**src/rtl/lsu_pkg.sv**
```systemverilog
// rtl/lsu_pkg.sv - shared types and decode helpers for the load/store unit
package lsu_pkg;

   typedef enum logic [3:0] {
      OP_LUI, OP_LB, OP_LH, OP_LW, OP_LBU, OP_LHU, OP_SB, OP_SH, OP_SW
   } ls_op_t;

   typedef enum logic [1:0] {
      FAULT_NONE, FAULT_MISALIGNED, FAULT_BUS_TIMEOUT
   } ls_fault_t;

   typedef enum logic [1:0] {
      S_IDLE, S_REQ, S_WAIT, S_RESP
   } lsu_state_t;

   function automatic logic is_store(input ls_op_t op);
      return (op == OP_SB) || (op == OP_SH) || (op == OP_SW);
   endfunction

   // Only halfword and word accesses carry alignment constraints.
   function automatic logic is_misaligned(input ls_op_t op, input logic [1:0] lo);
      case (op)
         OP_LH, OP_LHU, OP_SH: return lo[0];
         OP_LW, OP_SW:         return |lo;
         default:              return 1'b0;
      endcase
   endfunction

endpackage

```
**src/rtl/lsu_align.sv**
```systemverilog
// rtl/lsu_align.sv - byte-enable, store lane replication and load extraction
module lsu_align
   import lsu_pkg::*;
#(
   parameter int XLEN = 32,
   parameter int OFFW = $clog2(XLEN/8)
) (
   input  ls_op_t            i_op,
   input  logic [OFFW-1:0]   i_off,
   input  logic [XLEN-1:0]   i_rs2_data,
   input  logic [XLEN-1:0]   i_rd_data,
   output logic [XLEN/8-1:0] o_be,
   output logic [XLEN-1:0]   o_wr_data,
   output logic [XLEN-1:0]   o_ld_data
);

   localparam int BEW = XLEN/8;

   logic [XLEN-1:0] w_lane;

   assign w_lane = i_rd_data >> {i_off, 3'b000};

   always_comb begin
      o_be      = '0;
      o_wr_data = '0;
      o_ld_data = '0;
      case (i_op)
         OP_LB, OP_LBU, OP_SB: o_be = BEW'(1)  << i_off;
         OP_LH, OP_LHU, OP_SH: o_be = BEW'(3)  << i_off;
         OP_LW, OP_SW:         o_be = BEW'(15) << i_off;
         default:              o_be = '0;
      endcase
      // Replicating across every lane lets the byte enables pick the target.
      case (i_op)
         OP_SB:   o_wr_data = {BEW{i_rs2_data[7:0]}};
         OP_SH:   o_wr_data = {(BEW/2){i_rs2_data[15:0]}};
         OP_SW:   o_wr_data = {(BEW/4){i_rs2_data[31:0]}};
         default: o_wr_data = '0;
      endcase
      case (i_op)
         OP_LB:   o_ld_data = XLEN'($signed(w_lane[7:0]));
         OP_LH:   o_ld_data = XLEN'($signed(w_lane[15:0]));
         OP_LW:   o_ld_data = XLEN'($signed(w_lane[31:0]));
         OP_LBU:  o_ld_data = XLEN'(w_lane[7:0]);
         OP_LHU:  o_ld_data = XLEN'(w_lane[15:0]);
         default: o_ld_data = '0;
      endcase
   end

endmodule

```
**src/rtl/lsu.sv**
```systemverilog
// rtl/lsu.sv - multi-cycle load/store unit with one transaction in flight
module lsu
   import lsu_pkg::*;
#(
   parameter int XLEN    = 32,
   parameter int TIMEOUT = 255
) (
   input  logic              clk,
   input  logic              rst_n,
   input  logic              req_valid,
   output logic              req_ready,
   input  ls_op_t            ls_op,
   input  logic [XLEN-1:0]   rs1_data,
   input  logic [XLEN-1:0]   rs2_data,
   input  logic [XLEN-1:0]   imm,
   output logic              d_req_valid,
   input  logic              d_req_ready,
   output logic              d_we,
   output logic [XLEN-1:0]   d_addr,
   output logic [XLEN/8-1:0] d_be,
   output logic [XLEN-1:0]   d_wr_data,
   input  logic              d_rsp_valid,
   input  logic [XLEN-1:0]   d_rd_data,
   output logic              resp_valid,
   output logic [XLEN-1:0]   resp_data,
   output ls_fault_t         resp_fault
);

   localparam int BEW  = XLEN/8;
   localparam int OFFW = $clog2(BEW);
   localparam int CW   = $clog2(TIMEOUT+1);

   lsu_state_t        r_state, w_state_nx;
   ls_op_t            r_op;
   logic [OFFW-1:0]   r_off;
   logic [CW-1:0]     r_cnt, w_cnt_nx, w_cnt_inc;
   logic              r_req_ready, r_d_req_valid, r_d_we, r_resp_valid;
   logic [XLEN-1:0]   r_d_addr, r_d_wr_data, r_resp_data;
   logic [BEW-1:0]    r_d_be;
   ls_fault_t         r_resp_fault;

   logic [XLEN-1:0]   w_ea, w_wr_data, w_ld_data, w_resp_data_nx;
   logic [BEW-1:0]    w_be;
   ls_op_t            w_al_op;
   logic [OFFW-1:0]   w_al_off;
   logic              w_misaligned, w_accept;
   ls_fault_t         w_fault_nx;

   assign w_ea         = rs1_data + imm;
   assign w_accept     = (r_state == S_IDLE) && req_valid;
   assign w_misaligned = is_misaligned(ls_op, w_ea[1:0]);
   assign w_cnt_inc    = r_cnt + CW'(1);

   // The aligner sees the incoming request in IDLE and the held op afterwards.
   assign w_al_op  = (r_state == S_IDLE) ? ls_op : r_op;
   assign w_al_off = (r_state == S_IDLE) ? w_ea[OFFW-1:0] : r_off;

   lsu_align #(.XLEN(XLEN), .OFFW(OFFW)) u_align (
      .i_op       (w_al_op),
      .i_off      (w_al_off),
      .i_rs2_data (rs2_data),
      .i_rd_data  (d_rd_data),
      .o_be       (w_be),
      .o_wr_data  (w_wr_data),
      .o_ld_data  (w_ld_data)
   );

   always_ff @(posedge clk or negedge rst_n) begin
      if (!rst_n) r_state <= S_IDLE;
      else        r_state <= w_state_nx;
   end

   always_comb begin
      w_state_nx     = r_state;
      w_cnt_nx       = r_cnt;
      w_resp_data_nx = '0;
      w_fault_nx     = FAULT_NONE;
      case (r_state)
         S_IDLE: begin
            if (req_valid) begin
               if (ls_op == OP_LUI) begin
                  w_state_nx     = S_RESP;
                  w_resp_data_nx = imm;
               end else if (w_misaligned) begin
                  w_state_nx = S_RESP;
                  w_fault_nx = FAULT_MISALIGNED;
               end else begin
                  w_state_nx = S_REQ;
               end
            end
         end
         S_REQ: begin
            if (d_req_ready) begin
               if (r_d_we) begin
                  w_state_nx = S_RESP;
               end else begin
                  w_state_nx = S_WAIT;
                  w_cnt_nx   = '0;
               end
            end
         end
         S_WAIT: begin
            w_cnt_nx = w_cnt_inc;
            // Data arriving on the final allowed cycle still wins over the fault.
            if (d_rsp_valid) begin
               w_state_nx     = S_RESP;
               w_resp_data_nx = w_ld_data;
            end else if (w_cnt_inc == CW'(TIMEOUT)) begin
               w_state_nx = S_RESP;
               w_fault_nx = FAULT_BUS_TIMEOUT;
            end
         end
         S_RESP:  w_state_nx = S_IDLE;
         default: w_state_nx = S_IDLE;
      endcase
   end

   always_ff @(posedge clk or negedge rst_n) begin
      if (!rst_n) begin
         r_op          <= OP_LUI;
         r_off         <= '0;
         r_cnt         <= '0;
         r_req_ready   <= 1'b1;
         r_d_req_valid <= 1'b0;
         r_d_we        <= 1'b0;
         r_d_addr      <= '0;
         r_d_be        <= '0;
         r_d_wr_data   <= '0;
         r_resp_valid  <= 1'b0;
         r_resp_data   <= '0;
         r_resp_fault  <= FAULT_NONE;
      end else begin
         r_cnt         <= w_cnt_nx;
         r_req_ready   <= (w_state_nx == S_IDLE);
         r_d_req_valid <= (w_state_nx == S_REQ);
         r_resp_valid  <= (w_state_nx == S_RESP);
         r_resp_data   <= w_resp_data_nx;
         r_resp_fault  <= w_fault_nx;
         if (w_accept) begin
            r_op  <= ls_op;
            r_off <= w_ea[OFFW-1:0];
         end
         if (w_accept && (w_state_nx == S_REQ)) begin
            r_d_we      <= is_store(ls_op);
            r_d_addr    <= {w_ea[XLEN-1:OFFW], {OFFW{1'b0}}};
            r_d_be      <= w_be;
            r_d_wr_data <= w_wr_data;
         end
      end
   end

   assign req_ready   = r_req_ready;
   assign d_req_valid = r_d_req_valid;
   assign d_we        = r_d_we;
   assign d_addr      = r_d_addr;
   assign d_be        = r_d_be;
   assign d_wr_data   = r_d_wr_data;
   assign resp_valid  = r_resp_valid;
   assign resp_data   = r_resp_data;
   assign resp_fault  = r_resp_fault;

endmodule

```
**config.mk**
```make
export PLATFORM = sky130hd
export DESIGN_NAME = lsu
export DESIGN_NICKNAME = d
export VERILOG_FILES = /design/src/rtl/lsu_pkg.sv /design/src/rtl/lsu_align.sv /design/src/rtl/lsu.sv
export SDC_FILE = /design/constraint.sdc
export NUM_CORES = 1
export LEC_CHECK = 0
export ABC_AREA = 1
export CELL_PAD_IN_SITES_DETAIL_PLACEMENT = 1
export CELL_PAD_IN_SITES_GLOBAL_PLACEMENT = 1
export CORE_MARGIN = 5
export CORE_UTILIZATION = 30
export CTS_CLUSTER_SIZE = 14
export DETAILED_ROUTE_END_ITERATION = 16
export PLACE_DENSITY = 0.75
export SYNTH_ARGS = -nofsm -noshare
export SYNTH_HDL_FRONTEND = slang
export SYNTH_SLANG_ARGS = --single-unit
```
**constraint.sdc**
```tcl
create_clock -name clk -period 2.8 [get_ports clk]
set_input_delay 0.28 -clock clk [delete_from_list [all_inputs] [get_ports clk]]
set_output_delay 0.28 -clock clk [all_outputs]
set_load 0.1 [all_outputs]
```
# Word level (Yosys, flattened, before mapping)
# Index checks and enable logic that the tools add are counted.
# W data, S select, Z words.
[word_totals] output_inout_bits=106 in_bits=137 reg_bits=120 word_cells=83
[op_classes] n_reduce_logical=15 shifts=4 n_eq_ne=22 n_mux=27 n_addsub=2
[op_table] cell="$pmux W32 S5" n=1
[op_table] cell="$mux W32" n=3
[op_table] cell="$pmux W32 S3" n=1
[op_table] cell="$pmux W32 S2" n=1
[op_table] cell="$add A32 B32 Y32" n=1
[op_table] cell="$shr A32 B5 Y32" n=1
[op_table] cell="$eq A4 B3 Y1 const B" n=7
[op_table] cell="$mux W2" n=9
[op_table] cell="$eq A4 B2 Y1 const B" n=4
[op_table] cell="$mux W8" n=2
[op_table] cell="$pmux W8 S2" n=1
[op_table] cell="$pmux W4 S3" n=1
[op_table] cell="$reduce_or A3 Y1" n=3
[op_table] cell="$add A8 B1 Y8 const B" n=1
[op_table] cell="$eq A4 B4 Y1 const B" n=2
[op_table] cell="$eq A8 B8 Y1 const B" n=1
[op_table] cell="$pmux W2 S4" n=1
[op_table] cell="$eq A2 B2 Y1 const B" n=3
[op_table] cell="$reduce_or A2 Y1" n=3
[op_table] cell="$eq A2 B1 Y1 const B" n=2
[op_table] cell="$eq A4 B1 Y1 const B" n=1
[op_table] cell="$logic_not A2 Y1" n=2
[op_table] cell="$logic_not A4 Y1" n=1
[op_table] cell="$mux W1" n=4
[op_table] cell="other kinds (11)" n=14

# Depth between registers and ports, before layout
# Gate-level depths: netlist of the first run.
[logic_depth] depth_word=9 depth_mapped=13 depth_no_buf=13

# By module
# A second synthesis of the first run with hierarchy kept.
[unflattened] cells_unflattened=1332 area_unflattened_um2=8590.7
[by_module_without_submodules] module="lsu" area_each_um2=7243.2 cells_per_inst=1043 n_inst=1 seq_area_each_um2=3004.1
[by_module_without_submodules] module="lsu_align" area_each_um2=1347.5 cells_per_inst=289 n_inst=1 seq_area_each_um2=0.0

# Worst setup path after synthesis of the first run
# Ideal clock, no wire load.
[synth_timing] path_type="input to register" startpoint="in rs1_data[0]" endpoint="reg r_resp_data[23] (netlist: resp_data[23])" required_ps=2684 path_slack_ps=848 setup_ps=116 path_buffers=2 path_stages=12 t_arrival_ps=1836 cell_sequence="ha_1 -> inv_1 -> fa_1 -> nand2_1 -> o21ai_2 -> buf_6 -> nand3_1 -> o211ai_4 -> buf_6 -> nand3_1 -> nand2_1 -> nand2_1"
[synth_via] elab_chain_cells=6
[synth_lines] item="from (decl)" line="lsu.sv:13" source="input logic [XLEN-1:0] rs1_data,"
[synth_lines] item="$add A32 B32 Y32" line="lsu.sv:49" source="assign w_ea = rs1_data + imm;"
[synth_lines] item="$mux W2" line="lsu.sv:56" source="assign w_al_off = (r_state == S_IDLE) ? w_ea[OFFW-1:0] : r_off;"
[synth_lines] item="$shr A32 B5 Y32" line="lsu_align.sv:21" source="assign w_lane = i_rd_data >> {i_off, 3'b000};"
[synth_lines] item="$pmux W32 S5" line="lsu_align.sv:40" source="case (i_op)"
[synth_lines] item="$mux W32" line="lsu.sv:105" source="if (d_rsp_valid) begin"
[synth_lines] item="$pmux W32 S2" line="lsu.sv:78" source="case (r_state)"
[synth_lines] item="named net w_resp_data_nx[23]" line="lsu.sv:42" source="logic [XLEN-1:0] w_ea, w_wr_data, w_ld_data, w_resp_data_nx;"
[synth_lines] item="to (signal assigned)" line="lsu.sv:137" source="r_resp_data <= w_resp_data_nx;"
[synth_lines] item="to (decl)" line="lsu.sv:38" source="logic [XLEN-1:0] r_d_addr, r_d_wr_data, r_resp_data;"
# The timed path passes the listed nets, and every way through them passes these cells.
# A chain may end at the register's enable or synchronous reset.

# Worst setup path in the final report of the first run
[layout_timing] startpoint="reg r_state[0]" endpoint="reg r_resp_data[14] (netlist: resp_data[14])"
[layout_via] elab_chain_cells=6 word_cells_on_any_way=13 cone_classes="eq/ne (6); shift (1); mux (5); reduce/logical (1)"
[layout_lines] item="from (decl)" line="lsu.sv:33" source="lsu_state_t r_state, w_state_nx;"
[layout_lines] item="from (signal assigned)" line="lsu.sv:70" source="else r_state <= w_state_nx;"
[layout_lines] item="$logic_not A2 Y1" line="lsu.sv:55, lsu.sv:56, lsu.sv:78"
[layout_lines] item="$mux W2 or $mux W4 (tied branches)" line="lsu.sv:56, lsu.sv:55"
[layout_lines] item="$shr A32 B5 Y32 (tied with other cells)" line="lsu_align.sv:21"
[layout_lines] item="$pmux W32 S5" line="lsu_align.sv:40"
[layout_lines] item="$mux W32" line="lsu.sv:105"
[layout_lines] item="$pmux W32 S2 (*)" line="lsu.sv:78"
[layout_lines] item="named net w_resp_data_nx[14]" line="lsu.sv:42"
# Mark *: on every way through the listed nets, which the timed path passes. The rest lies on a longest branch.

==> results_dict.tcl, run 1 <==
set metrics [dict create \
    synthXorXnorAreaFrac_pct 1.43 \
    arrival_ns 2.78 \
    fmax_mhz 412 \
    worstHoldPathType "primary input to flip-flop" \
    met2_usage_pct 37.9 \
    synthFlopType "dfrtp_1" \
    synth_top_family_by_area "simple AND/OR/NAND/NOR gates" \
    wl_um 34700 \
    peakVddDrop_v 0.000578 \
    status "finished clean" \
    fin_crit_sh_pct 86.7 \
    grt_pass1_vias 10053 \
    hold_viol 0 \
    p_sw_share_pct 56.3 \
    crit_required_ns 3.15 \
    io_pins 243 \
    crit_path_max_fanout 24 \
    ys_types 38 \
    postRouteAntennaNets 0 \
    layout-drive-gt1-share_pct 12.7 \
    max-cap-violations 0 \
    dieArea_um2 32000 \
    grt_overflow 0 \
    min_path_cells 2 \
    p_per_area_nw_per_um2 1100 \
    ctsLongestPathBuffers 2 \
    combPwrFrac_pct 61.7 \
    synth-edff-count 0 \
    power.switching_mw 7.36 \
    reg2reg_depth 11 \
    hp-start "d_rsp_valid" \
    final_cell_mix "nand2_1 (578), inv_1 (164), clkdlybuf4s50_1 (135)" \
    grt.busiest_layer "met2" \
    synth_compound_area_share_pct 8.40 \
    vias_per_cell 4.75 \
    seqPwrFrac_pct 20.0 \
    critPathKind "flip-flop to flip-flop" \
    setup_viol 0 \
    clock_latency_ns 0.42 \
    r2r-end "resp_data[14]" \
    coreArea_um2 28000 \
    finClkSkew_ns 0.0161 \
    h-tree-depth 4 \
    syn2layout_area_growth_pct 38.2 \
    cts_tree "built" \
    muxShareOfSynthArea_pct 0 \
    grtUsageTotal_pct 21.7 \
    crit_path_start "r_state[0]" \
    final_common_cell "nand2_1" \
    start_util_pct 30.6 \
    power_mw 13.1 \
    grt_antenna_before_repair 4 \
    internal_power_mw 5.70 \
    synthCells 1328 \
    yosys_warnings 0 \
    yosysSeqAreaShare_pct 35.1 \
    num-fill-cells 3655 \
    syn_area_um2 8560 \
    vias 9337 \
    clkPwrFrac_pct 18.3 \
    post-dp-hpwl_um 28300 \
    drt_first_pass_iters 5 \
    worst-r2r-setup-slack_ns 0.37 \
    avgSynthCellArea_um2 6.45 \
    worst_pin_slew_ns 0.856 \
    die_w_um 179 \
    final.setup.tns_ns 0 \
    postSynth.asyncResetShare_pct 100 \
    ys_seq_elements 120 \
    worstSetupEndpointType "flip-flop" \
    crit_path_start_kind "flip-flop" \
    use_met3_pct 4.41 \
    gp_congestion 0.913 \
    grt_pass1_wl_um 53700 \
    row_count 61 \
    cts_made_buffers 17 \
    slew_viol_final 0 \
    rsz0062_at_grt "no" \
    post-route-min-period_ns 2.43 \
    synth-adder-area-share_pct 5.06 \
    cts_resized 0 \
    fp.dieH_um 179 \
    port_buffers 240 \
    wire_per_inst_um 17.6 \
    cts_sinks 120 \
    clockRootBuffer "clkbuf_16" \
    grt_max_degree 52 \
    p_leak_nw 6.48 \
    drt_iter0_markers 445 \
    hold_end "resp_fault[1]" \
    nets 1746 \
    clkTransAtPathRegs_ns 0.06 \
    synthSimpleGateAreaFrac_pct 39.7 \
    grt_use_met1_pct 26.6 \
    drc 0 \
    slew_headroom_pct 42.9 \
    reg2reg_from "r_state[0]" \
]
## cells by family after synthesis
| family | Yosys count |
|---|---|
| compound gates | 123 |
| xor+xnor | 14 |
| fa+ha+maj | 34 |
| buf+inv | 210 |
| flops | 120 |
| other cells | 1 |
| simple gates | 826 |
## synthesized netlist by cell type (all sizes together) (8+ instances only)
cell type	instances	share of area [%]
nand2	587	26
inv	170	7.5
dfrtp	119	35
nand3	118	7.1
nor2	96	4.6
o21ai	79	5.0
ha	33	4.8
buf	30	2.4
a21oi	21	1.2
nand4	15	1.1
xnor2	11	1.1
clkbuf	10	0.44
o21a	9	0.79
o211ai	8	0.86
## registers in the layout, indices dropped and copies added, names as in the netlist
name	count
d_req_valid	1
d_addr	30
r_off	2
resp_data	32
resp_fault	2
req_ready	1
r_state	2
r_cnt	8
resp_valid	1
d_be	4
d_wr_data	32
r_op	4
d_we	1
## power by group through the flow
stage	Clock, mW	Combinational [mW]	Sequential, mW
2_1_floorplan	0	2.83	5.76
3_3_place_gp	0	7.98	2.62
3_5_place_dp	0	8.08	2.64
4_1_cts	2.44	8.13	2.62
5_1_grt	2.54	8.63	2.68
6_report	2.39	8.05	2.61
## worst max-delay path by stage
stage	cells past startpoint	endpoint	slack, ns
after global routing	11	resp_data[14]	0.14
after CTS	11	resp_data[14]	0.36
after detailed placement	11	resp_data[19]	0.09
after floorplan	12	resp_data[23]	0.85
after global placement	14	resp_data[9]	0.19
final	11	resp_data[14]	0.37
## cell type report
class                           count  area [um2]  share of cell area (%)
Clock inverter                     13         195                    1.65
Sequential cell                   120        3000                    25.4
Tap cell                          378         473                    4.00
Inverter                          170         641                    5.41
Timing Repair Buffer              267        2410                    20.3
Multi-Input combinational cell    999        4680                    39.5
Clock buffer                       19         433                    3.66
Antenna cell                        1        2.50                  0.0211
## what timing repair did
| action | in CTS | in global routing |
|---|---|---|
| buffers inserted | 0 | 0 |
| hold buffers | 1 | 0 |
| hold endpoints to repair | 48 | 0 |
## critical path: stages, from the launching register on
cell	delay, ns
dfrtp_1	0.46
nor2_4	0.39
nand2_1	0.12
o21ai_2	0.13
nand2_2	0.15
inv_2	0.17
nand2_1	0.07
nand2_1	0.12
nand2_2	0.18
inv_2	0.36
nand2_1	0.12
nand2_1	0.08
## metal layers
layer / vias up / routed length, um
met2: 217 / 16900
met3: 54 / 1760
met5: - / 46
li1: 4634 / -
met1: 4426 / 15000
met4: 6 / 951
## metrics by stage
stage                     worst slack [ns]  util [%]  instance area, um2  hold WS (ns)  instances
after floorplan                      0.848         -                8570       -0.0156       1329
after global placement               0.189      40.0               11200         0.386       1933
after CTS                            0.357      42.2               11800         0.428       1966
after global routing                 0.141      42.2               11800         0.460       1966
final                                0.371      42.2               11800         0.450       1967
after detailed placement            0.0930      40.0               11200         0.383       1933
Power figures use the tool's default switching activity.
==> run 2: changes to the inputs <==
Settings changed: RECOVER_POWER from default to 100.
==> run 2 against run 1 <==
Die area stayed put. Utilization is 1.5 points lower. Maximum frequency is 2.5% lower. Power is 3.2% lower. Clock power hardly changed. Worst setup slack worse by 0.063 ns. Routed wire length is 0.15% higher. Sequential share of layout area is 0.95 points higher. Largest power group unchanged. Highest routed layer unchanged.
==> results_dict.tcl, run 2 (same netlist as run 1, synthesis figures left out) <==
set metrics [dict create \
    crit_path_start "r_state[0]" \
    regArea_um2 3000 \
    syn2layout_area_growth_pct 33.2 \
    arrival_ns 2.84 \
    wire_per_inst_um 17.7 \
    peakVddDrop_v 0.000531 \
    post-route-min-period_ns 2.49 \
    vias 9361 \
    post-dp-hpwl_um 28300 \
    reg2reg_depth 11 \
    grt_pass1_wl_um 53700 \
    h-tree-depth 4 \
    ctsLongestPathBuffers 2 \
    p_per_area_nw_per_um2 1110 \
    hp-start "d_rsp_valid" \
    clkPwrFrac_pct 18.9 \
    crit_required_ns 3.15 \
    p_leak_nw 6.06 \
    start_util_pct 30.6 \
    fmax_mhz 401 \
    grt_antenna_before_repair 4 \
    grtUsageTotal_pct 21.7 \
    slew_viol_final 0 \
    drt_first_pass_iters 5 \
    cts_setup_buffers 0 \
    min_path_cells 2 \
    coreArea_um2 28000 \
    combPwrFrac_pct 60.5 \
    worstSetupEndpointType "flip-flop" \
    num-fill-cells 3715 \
    cts_tree "built" \
    drc 0 \
    max-cap-violations 0 \
    status "finished clean" \
    fin_crit_sh_pct 89.0 \
    fin_util_pct 40.7 \
    power.switching_mw 7.35 \
    internal_power_mw 5.30 \
    rsz0062_at_grt "no" \
    wl_um 34700 \
    clockRootBuffer "clkbuf_16" \
    worstHoldPathType "primary input to flip-flop" \
    postRouteAntennaNets 0 \
    row_count 61 \
    die_w_um 179 \
    grt_pass1_vias 10053 \
    dieArea_um2 32000 \
    crit_path_start_kind "flip-flop" \
    vias_per_cell 4.76 \
    finClkSkew_ns 0.0143 \
    fp.dieH_um 179 \
    power_mw 12.6 \
    critPathKind "flip-flop to flip-flop" \
    final_cell_mix "nand2_1 (581), inv_1 (166), clkdlybuf4s50_1 (135)" \
    final.setup.tns_ns 0 \
    slew_headroom_pct 10.6 \
    io_pins 243 \
    gp_congestion 0.913 \
    cts_sinks 120 \
    cts_made_buffers 17 \
    layout-drive-gt1-share_pct 5.73 \
    reg2reg_from "r_state[0]" \
    grt_overflow 0 \
    p_sw_share_pct 58.1 \
    setup_viol 0 \
    drt_iter0_markers 451 \
    multi_input_area_um2 4660 \
    hold_viol 0 \
    seqPwrFrac_pct 20.6 \
    grt_max_degree 52 \
    nets 1746 \
    clock_latency_ns 0.42 \
    clkTransAtPathRegs_ns 0.06 \
    final_common_cell "nand2_1" \
    crit_path_max_fanout 24 \
    port_buffers 240 \
    worst_pin_slew_ns 1.35 \
]
[run 2: changes by cell type in the layout (fill, tap and decap cells not counted)]
cell,before,now
buf_4,126,18
clkbuf_1,2,106
clkbuf_2,0,4
nand2_1,578,581
nand2_2,6,3
inv_1,164,166
inv_2,5,3
buf_12,5,4
clkbuf_4,0,1
nor2_1,88,89
nor2_4,3,2
[run 2: critical path: stages (launching register included)]
cell     delay (ns)
dfrtp_1        0.45
nor2_4         0.38
nand2_1        0.12
o21ai_2        0.12
nand2_1        0.20
inv_2          0.20
nand2_1        0.07
nand2_1        0.13
nand2_2        0.18
inv_2          0.37
nand2_1        0.11
nand2_1        0.08
[run 2: final cells by class]
class                      instances  area share, %
timing repair buffer             267           17.5
clock inverter                    13           1.71
clock buffer                      19           3.80
sequential                       120           26.3
multi-input combinational        999           40.9
inverter                         170           5.62
antenna                            1         0.0219
tap                              378           4.15
[run 2: path summary, 6_finish.rpt]
path                       slack [ns]       endpoint
max in group asynchronous        0.58  d_wr_data[12]
hold reg to reg                  0.48     d_addr[22]
min in group asynchronous        0.69       r_cnt[6]
setup reg to reg                 0.31  resp_data[28]
setup / recovery                 0.31  resp_data[28]
hold / removal                   0.45  resp_fault[1]
[run 2: what timing repair did]
action | CTS | global route
gates resized for setup | 0 | 0
endpoints found under the hold margin | 48 | 0
hold buffers | 1 | 0
[run 2: metal layers]
layer,vias up,global-route usage [%],wire (um)
met5,-,0,46
met4,6,7.10,969
met3,55,4.41,1810
met2,220,37.9,16900
met1,4447,26.6,15000
li1,4633,-,-
[run 2: stage by stage]
stage               hold WS, ns  setup WS [ns]  std cells  instance area, um2
finish                    0.449          0.308       1967               11400
global route              0.460         0.0735       1966               11400
global placement          0.386          0.189       1933               11200
CTS                       0.428          0.357       1966               11800
detailed placement        0.383         0.0930       1933               11200
floorplan               -0.0156          0.848       1329                8570
[run 2: power by group through the flow]
stage	combinational (mW)	clock, mW	sequential (mW)
2_1_floorplan	2.83	0	5.76
3_3_place_gp	7.98	0	2.62
3_5_place_dp	8.08	0	2.64
4_1_cts	8.13	2.44	2.62
5_1_grt	8.21	2.54	2.66
6_report	7.65	2.40	2.60
==> run 3: changes to the inputs <==
Settings changed: CORE_MARGIN 5 to default, SETUP_SLACK_MARGIN from default to 0.3, TNS_END_PERCENT from default to 50.
==> run 3 against run 2 <==
Sequential share of layout area is 0.064 points lower. Via count is 0.50% higher. Power is 0.89% lower. Clock power is 7% lower. Worst setup slack better by 0.11 ns. Clock-buffer cell count is 2 lower. Flip-flop and latch count stayed put. Maximum frequency is 4.8% higher. First-iteration DRC count is 8.6% higher. Non-clock buffer count is 7 higher. Sequential power hardly changed. Largest power group unchanged.
==> results_dict.tcl, run 3 (same netlist as run 1, synthesis figures left out) <==
set metrics [dict create \
    grt_antenna_before_repair 5 \
    seqPwrFrac_pct 20.7 \
    p_leak_nw 6.07 \
    rsz0062_at_grt "no" \
    clkTransAtPathRegs_ns 0.07 \
    post-dp-hpwl_um 27500 \
    internal_power_mw 5.13 \
    hold_end "resp_data[0]" \
    die_w_um 171 \
    grt_pass1_wl_um 52400 \
    design_area_um2 11400 \
    io_pins 243 \
    drc 0 \
    layout-drive-gt1-share_pct 6.21 \
    grt_overflow 0 \
    post_dp_cell_area_um2 11200 \
    vias 9408 \
    arrival_ns 2.69 \
    final.setup.tns_ns 0 \
    worst_path_largest_cell_delay_ns 0.43 \
    reg2reg_depth 9 \
    clkPwrFrac_pct 17.8 \
    fin_util_pct 40.9 \
    cts_made_buffers 17 \
    dieArea_um2 29200 \
    crit_path_max_fanout 34 \
    status "finished clean" \
    final_common_cell "nand2_1" \
    wire_per_inst_um 17.2 \
    worst_pin_slew_ns 1.26 \
    wl_met3_um 1710 \
    slowest_stage "dfrtp_1" \
    fmax_mhz 421 \
    row_count 61 \
    worst-r2r-setup-slack_ns 0.42 \
    wl_met1_um 14900 \
    p_sw_share_pct 59.1 \
    power.switching_mw 7.40 \
    r2r-end "d_wr_data[10]" \
    min_path_cells 3 \
    crit_required_ns 3.11 \
    grt_max_degree 50 \
    fp.dieH_um 171 \
    drt_iter0_markers 490 \
    drt_first_pass_iters 6 \
    finClkSkew_ns 0.0138 \
    cts_setup_buffers 0 \
    path_buf_inv 2 \
    finalNonFillerCells 1976 \
    ctsLongestPathBuffers 2 \
    vias_per_cell 4.76 \
    post-route-min-period_ns 2.38 \
    crit_chain "nor2_4, nand2_1, nor2_1, nor2_1, nand3_1, inv_1, buf_12, o21ai_0, nand2_1" \
    port_buffers 240 \
    fin_crit_sh_pct 84.9 \
    worst_hold_slack_ns 0.463 \
    final_cell_mix "nand2_1 (580), inv_1 (166), clkdlybuf4s50_1 (135)" \
    gp_congestion 0.911 \
    worstHoldPathType "primary input to flip-flop" \
    setup_viol 0 \
    nets 1753 \
    hp-start "imm[0]" \
    peakVddDrop_v 0.000656 \
    slew_headroom_pct 16.4 \
    cts_sinks 120 \
    grtUsageTotal_pct 23.8 \
    syn2layout_area_growth_pct 33.5 \
    routed.top_layer "met5" \
    clock_latency_ns 0.43 \
    slew_viol_final 0 \
    postRouteAntennaNets 0 \
    combPwrFrac_pct 61.6 \
    critPathKind "flip-flop to flip-flop" \
    max-cap-violations 0 \
    worstSetupEndpointType "flip-flop" \
    crit_path_start_kind "flip-flop" \
    hold_viol 0 \
    start_util_pct 30.7 \
    cts_tree "built" \
    grt_pass1_vias 9753 \
    wl_um 34100 \
    wl_met2_um 16400 \
    p_per_area_nw_per_um2 1100 \
    path_delay_family "simple AND/OR/NAND/NOR gates" \
    clockRootBuffer "clkbuf_16" \
    reg2reg_from "r_state[0]" \
    h-tree-depth 4 \
    coreArea_um2 27900 \
    dp.cells 1940 \
]
-- run 3: cell types whose count changed in the layout (fill, tap and decap cells not counted), moves of 3 or more --
| cell | previous run | this run |
|---|---|---|
| inv_6 | 2 | 8 |
| bufinv_16 | 4 | 1 |
| clkinv_4 | 4 | 1 |
| o21ai_1 | 6 | 2 |
| o21ai_0 | 64 | 68 |
| buf_4 | 18 | 26 |
-- run 3: metal layers --
layer	vias to the layer above	global-route usage (%)
met4	4	8.85
met3	53	4.81
met2	239	41.3
met5	-	0
met1	4465	28.8
li1	4647	-
-- run 3: worst reg2reg max path, cell delays in order, from the launching register on --
cell,delay [ns]
dfrtp_1,0.43
nor2_4,0.27
nand2_1,0.38
nor2_1,0.28
nor2_1,0.09
nand3_1,0.23
inv_1,0.17
buf_12,0.20
o21ai_0,0.14
nand2_1,0.08
-- run 3: worst max path at each step --
stage                start       endpoint  slack (ns)  depth (start not counted)
2_1_floorplan  rs1_data[0]  resp_data[23]        0.85                         12
3_3_place_gp        imm[0]   resp_data[9]        0.16                         14
3_5_place_dp        imm[0]  resp_data[28]        0.06                         11
4_1_cts         r_state[0]  resp_data[19]        0.46                         11
5_1_grt         r_state[0]  d_wr_data[25]        0.20                          9
6_report        r_state[0]  d_wr_data[10]        0.42                          9
-- run 3: timing repair --
action	4_1_cts	5_1_grt
endpoints found under the hold margin	12	0
hold buffers	1	0
endpoints found under the setup margin	0	21
gates resized for setup	0	2
-- run 3: through the flow --
step / power (mW) / setup WS (ns)
2_1_floorplan: 8.59 / 0.848
3_3_place_gp: 10.7 / 0.162
3_5_place_dp: 10.8 / 0.0591
4_1_cts: 13.1 / 0.462
5_1_grt: 13.2 / 0.203
6_report: 12.5 / 0.422
-- run 3: power groups by stage --
stage / Clock [mW] / Combinational (mW) / Sequential [mW]
after CTS: 2.28 / 8.17 / 2.61
after floorplan: 0 / 2.83 / 5.76
after global placement: 0 / 8.04 / 2.62
after detailed placement: 0 / 8.13 / 2.64
final: 2.23 / 7.72 / 2.59
after global routing: 2.33 / 8.26 / 2.65
-- run 3: area by class of cell --
cell class | count | area [um2]
inverter | 170 | 643
fill | 3674 | 16500
antenna | 3 | 7.51
clock buffer | 17 | 425
tap | 378 | 473
multi-input combinational | 999 | 4670
timing repair buffer | 274 | 2060
clock inverter | 15 | 154
sequential | 120 | 3000
